<file path="config.mk">
export PLATFORM = sky130hd
export DESIGN_NAME = seq_mult32
export DESIGN_NICKNAME = d
export VERILOG_FILES = /design/src/rtl/mult_pkg.sv /design/src/rtl/sll_stage.sv /design/src/rtl/seq_mult32.sv
export SDC_FILE = /design/constraint.sdc
export NUM_CORES = 1
export LEC_CHECK = 0
export BUFFER_PORTS_ARGS = -buffer_cell sky130_fd_sc_hd__buf_2
export CORE_MARGIN = 1
export CORE_UTILIZATION = 30
export CTS_CLUSTER_DIAMETER = 200
export DETAILED_ROUTE_END_ITERATION = 7
export GPL_ROUTABILITY_DRIVEN = 0
export PLACE_DENSITY_LB_ADDON = 0.15
export SLEW_MARGIN = 20
export SYNTH_ARGS = -nofsm -noshare
export SYNTH_HDL_FRONTEND = slang
export SYNTH_SLANG_ARGS = --single-unit
</file>
<file path="constraint.sdc">
create_clock -name clock -period 5.3 [get_ports clock]
set_clock_uncertainty 0.05 [all_clocks]
set_input_delay 1.06 -clock clock [delete_from_list [all_inputs] [get_ports clock]]
set_output_delay 1.06 -clock clock [all_outputs]
set_load 0.02 [all_outputs]
</file>
<file path="src/rtl/mult_pkg.sv">
// Shared constants and FSM state type for the iterative 32x32 multiplier.
package mult_pkg;
  localparam int WIDTH  = 32;
  localparam int CNT_W  = 5;
  localparam int PROD_W = 2 * WIDTH;

  typedef enum logic [1:0] {
    IDLE = 2'd0,
    RUN  = 2'd1,
    DONE = 2'd2
  } state_e;
endpackage

</file>
<file path="src/rtl/sll_stage.sv">
// Combinational logical left shift of a zero-extended operand; feeds the
// accumulator adder with the current partial product.
module sll_stage #(
  parameter int PW   = 64,
  parameter int SH_W = 5
) (
  input  logic [PW-1:0]   din,
  input  logic [SH_W-1:0] sh,
  output logic [PW-1:0]   dout
);
  assign dout = din << sh;
endmodule

</file>
<file path="src/rtl/seq_mult32.sv">
// Iterative unsigned multiplier: one multiplier bit per cycle, shift-and-add.
// Optional SEQ_MULT_EARLY_EXIT_EN ends RUN once no higher multiplier bits remain.
module seq_mult32 #(
  parameter int WIDTH = 32,
  parameter int CNT_W = 5
) (
  input  logic               clock,
  input  logic               reset_n,
  input  logic               start,
  input  logic [WIDTH-1:0]   a,
  input  logic [WIDTH-1:0]   b,
  output logic               busy,
  output logic               done,
  output logic [2*WIDTH-1:0] product
);
  import mult_pkg::*;

  localparam int PW = 2 * WIDTH;

  state_e           state_q, state_d;
  logic [PW-1:0]    a_q, a_d;
  logic [WIDTH-1:0] b_q, b_d;
  logic [PW-1:0]    acc_q, acc_d;
  logic [PW-1:0]    prod_q, prod_d;
  // One extra counter bit so the closing RUN edge (count == WIDTH) is distinct
  // from the edge that processes the top multiplier bit.
  logic [CNT_W:0]   cnt_q, cnt_d;
  logic [PW-1:0]    pp;
  logic             last;

  sll_stage #(.PW(PW), .SH_W(CNT_W)) u_sll (
    .din  (a_q),
    .sh   (cnt_q[CNT_W-1:0]),
    .dout (pp)
  );

`ifdef SEQ_MULT_EARLY_EXIT_EN
  // Stop as soon as every remaining multiplier bit is zero; count 0 is never
  // terminal so the shortest run still spans one processing edge.
  assign last = (cnt_q != '0) && ((b_q >> cnt_q) == '0);
`else
  assign last = (cnt_q == (CNT_W+1)'(WIDTH));
`endif

  always_comb begin
    state_d = state_q;
    a_d     = a_q;
    b_d     = b_q;
    acc_d   = acc_q;
    prod_d  = prod_q;
    cnt_d   = cnt_q;
    case (state_q)
      IDLE, DONE: begin
        state_d = IDLE;
        if (start) begin
          state_d = RUN;
          a_d     = PW'(a);
          b_d     = b;
          acc_d   = '0;
          cnt_d   = '0;
        end
      end
      RUN: begin
        if (last) begin
          state_d = DONE;
          prod_d  = acc_q;
        end else begin
          if (b_q[cnt_q[CNT_W-1:0]]) acc_d = acc_q + pp;
          cnt_d = cnt_q + 1'b1;
        end
      end
      default: state_d = IDLE;
    endcase
  end

  always_ff @(posedge clock or negedge reset_n) begin
    if (!reset_n) begin
      state_q <= IDLE;
      a_q     <= '0;
      b_q     <= '0;
      acc_q   <= '0;
      prod_q  <= '0;
      cnt_q   <= '0;
    end else begin
      state_q <= state_d;
      a_q     <= a_d;
      b_q     <= b_d;
      acc_q   <= acc_d;
      prod_q  <= prod_d;
      cnt_q   <= cnt_d;
    end
  end

  assign busy    = (state_q == RUN);
  assign done    = (state_q == DONE);
  assign product = prod_q;
endmodule

</file>
==> impl_metrics.ini <==
[die]
start_util_pct = 30.5
num_io_pins = 133
rows = 77
core-area_um2 = 44400
die_w_um = 215
die-area_um2 = 46000
die_y_um = 215

[worst_setup_path]
cp_top_family = compound AO/OA/AOI/OAI gates
worst-setup-path-type = reg -> reg
slowest_delay_ns = 0.51
path_buf_inv = 1
crit_arrival_ns = 5.27
worstPathMaxFanout = 44
worstPathRequired_ns = 5.61
crit_path_end_kind = flip-flop
slowest_stage = dfrtp_2
worstSetupStartpointType = flip-flop
cp_cell_sequence = buf_12 -> mux2_2 -> a21oi_1 -> nor2_1 -> a21oi_1 -> mux2_2 -> mux2i_1 -> ha_2 -> nand4_2 -> or2_0 -> or3_1 -> a211o_1 -> o21a_2 -> nor4_4 -> o31ai_1 -> a21o_1 -> a32o_1

[timing]
fmax_mhz = 202
worst_slew_pin_slew_ns = 0.856
hold_viol = 0
fin_setup_tns_ns = 0
setup_viol = 0
rsz0062_at_grt = false
slew_headroom_pct = 42.7
slew_viol_final = 0
min_period_ns = 4.96
finalCritPeriodShare_pct = 93.6

[drt]
drt-total-wl_um = 40900
via_count = 11500
final_antenna_net_count = 0
detail_route.first_pass.iterations = 8
drc = 0
wl_per_cell_um = 18.4
drtIter0Drc = 759
vias_per_cell = 5.18

[yosys]
synth_edf_count = 0
avgSynthCellArea_um2 = 8.84
synth_simple_gate_area_share_pct = 18.7
synth.distinct_cells = 78
synth_top_area_cell = dfrtp_1
synth_common_cells = nand2_1 (369), dfrtp_1 (200), o21ai_0 (95)
synth_area_um2 = 13600
synth_flop_cell = dfrtp_1
ys_seq_area_share_pct = 36.9
synth_most_common_cell = nand2_1
async_flop_share_pct = 100
syn-num-nets = 1667
yosysWarnings = 0
synth_xor_area_share_pct = 3.49
synthMuxAreaShare_pct = 14.3
synth_top_family_by_area = simple AND/OR/NAND/NOR gates
yosys.area.top_type_share_pct = 36.9
synth.area.top_cells = dfrtp_1 (37%), nand2_1 (10%), mux2_2 (6.2%)
netlist_instances = 1534
synth_seq_cells = 200
synth-compound-area-share_pct = 16.3
synthAdderAreaFrac_pct = 6.15

[placement]
dp_hpwl_um = 31700
port_buffers = 132

[global_route]
grtUsageTotal_pct = 18.1
grt_pass1_vias = 11400
grt.overflow.total = 0
antenna_found_initial = 0
grt_pass1_wl_um = 65500
grt_max_degree = 89

[clock_network]
ctsHoldBuffers = 0
path_clk_slew_ns = 0.07
htreeDepth = 4
root_buffer = clkbuf_16
clock_path_buffers = 2
clock_latency_ns = 0.47
clock-sinks = 200
cts_tree = done
numCtsBuffers = 17

[final_layout]
nets = 1752
multi_input_area_um2 = 8010
regArea_um2 = 5010
drive_above_1_share_pct = 20.0
syn_to_final_growth_pct = 13.5
fillers = 4617
antennaDiodeCount = 0

[hold_path]
worst_hold_path_type = reg -> reg

[status]
status = finished, final reports clean

[job]
maxCapViolCount = 0
[flip-flops by register name, summed over array words and instances (netlist names)]
name,cells
acc_q,64
a_q,32
cnt_q,6
b_q,32
product,64
state_q,2
[per-layer routing]
| layer | global-route usage, % | part of all wire (%) |
|---|---|---|
| met2 | 27.7 | 45 |
| met4 | 5.93 | 2.1 |
| met3 | 3.12 | 4.3 |
| met1 | 25.7 | 49 |
| met5 | 0 | 0 |
[per-stage QoR]
stage          hold slack [ns]  setup WS (ns)  utilization [%]  area (um^2)  std cells
6_report                 0.421          0.340             34.7        15400       2224
5_1_grt                  0.445       0.000259             34.7        15400       2224
4_1_cts                  0.429         0.0823             34.6        15400       2223
3_5_place_dp             0.410          0.110             33.4        14800       2191
3_3_place_gp             0.406          0.235             33.4        14800       2191
2_1_floorplan            0.390          0.657                -        13600       1534
[tightest hold or removal path, stage by stage, from the launching register on]
cell     delay, ns
dfrtp_1       0.34
nand2_1       0.05
nand2_1       0.05
[layout by cell type, fill, tap and decap left out, types with 31 or more instances in the layout]
cell / Yosys / routed
buf_2: 22 / 131
nor2_1: 67 / 67
inv_1: 31 / 31
mux2_2: 75 / 75
nand2_1: 369 / 369
a21oi_1: 93 / 93
mux2i_1: 44 / 44
o21ai_0: 95 / 95
a21o_1: 33 / 33
ha_1: 65 / 64
dfrtp_1: 200 / 197
[cells by family after synthesis]
| logic type | Yosys count |
|---|---|
| flops | 200 |
| fa+ha+maj | 66 |
| simple gates | 579 |
| mux | 148 |
| buf+inv | 131 |
| compound gates | 356 |
| xor+xnor | 54 |
[cell type report]
| cell class | count | share of cell area (%) |
|---|---|---|
| Multi-Input combinational cell | 1203 | 52.1 |
| Tap cell | 592 | 4.81 |
| Clock inverter | 10 | 0.610 |
| Timing Repair Buffer | 165 | 6.23 |
| Clock buffer | 22 | 2.95 |
| Inverter | 32 | 0.780 |
| Sequential cell | 200 | 32.6 |
[timing repair]
| item | 4_1_cts | 5_1_grt |
|---|---|---|
| setup buffers | 0 | 1 |
| resized for setup | 0 | 3 |
| endpoints found under the setup margin | 0 | 12 |
[worst paths after layout]
| path | from | end | slack [ns] | cells past startpoint |
|---|---|---|---|---|
| setup / recovery | cnt_q[1] | acc_q[57] | 0.34 | 17 |
| hold / removal | b_q[12] | b_q[12] | 0.42 | 2 |
| setup reg to reg | cnt_q[1] | acc_q[57] | 0.34 | 17 |
| hold reg to reg | b_q[12] | b_q[12] | 0.42 | 2 |
| max in group asynchronous | reset_n | cnt_q[2] | 3.62 | 2 |
| min in group asynchronous | reset_n | acc_q[18] | 0.59 | 1 |
Power is not shown: default switching activity piles up to over one toggle a cycle in this logic, so the estimate is an artifact.
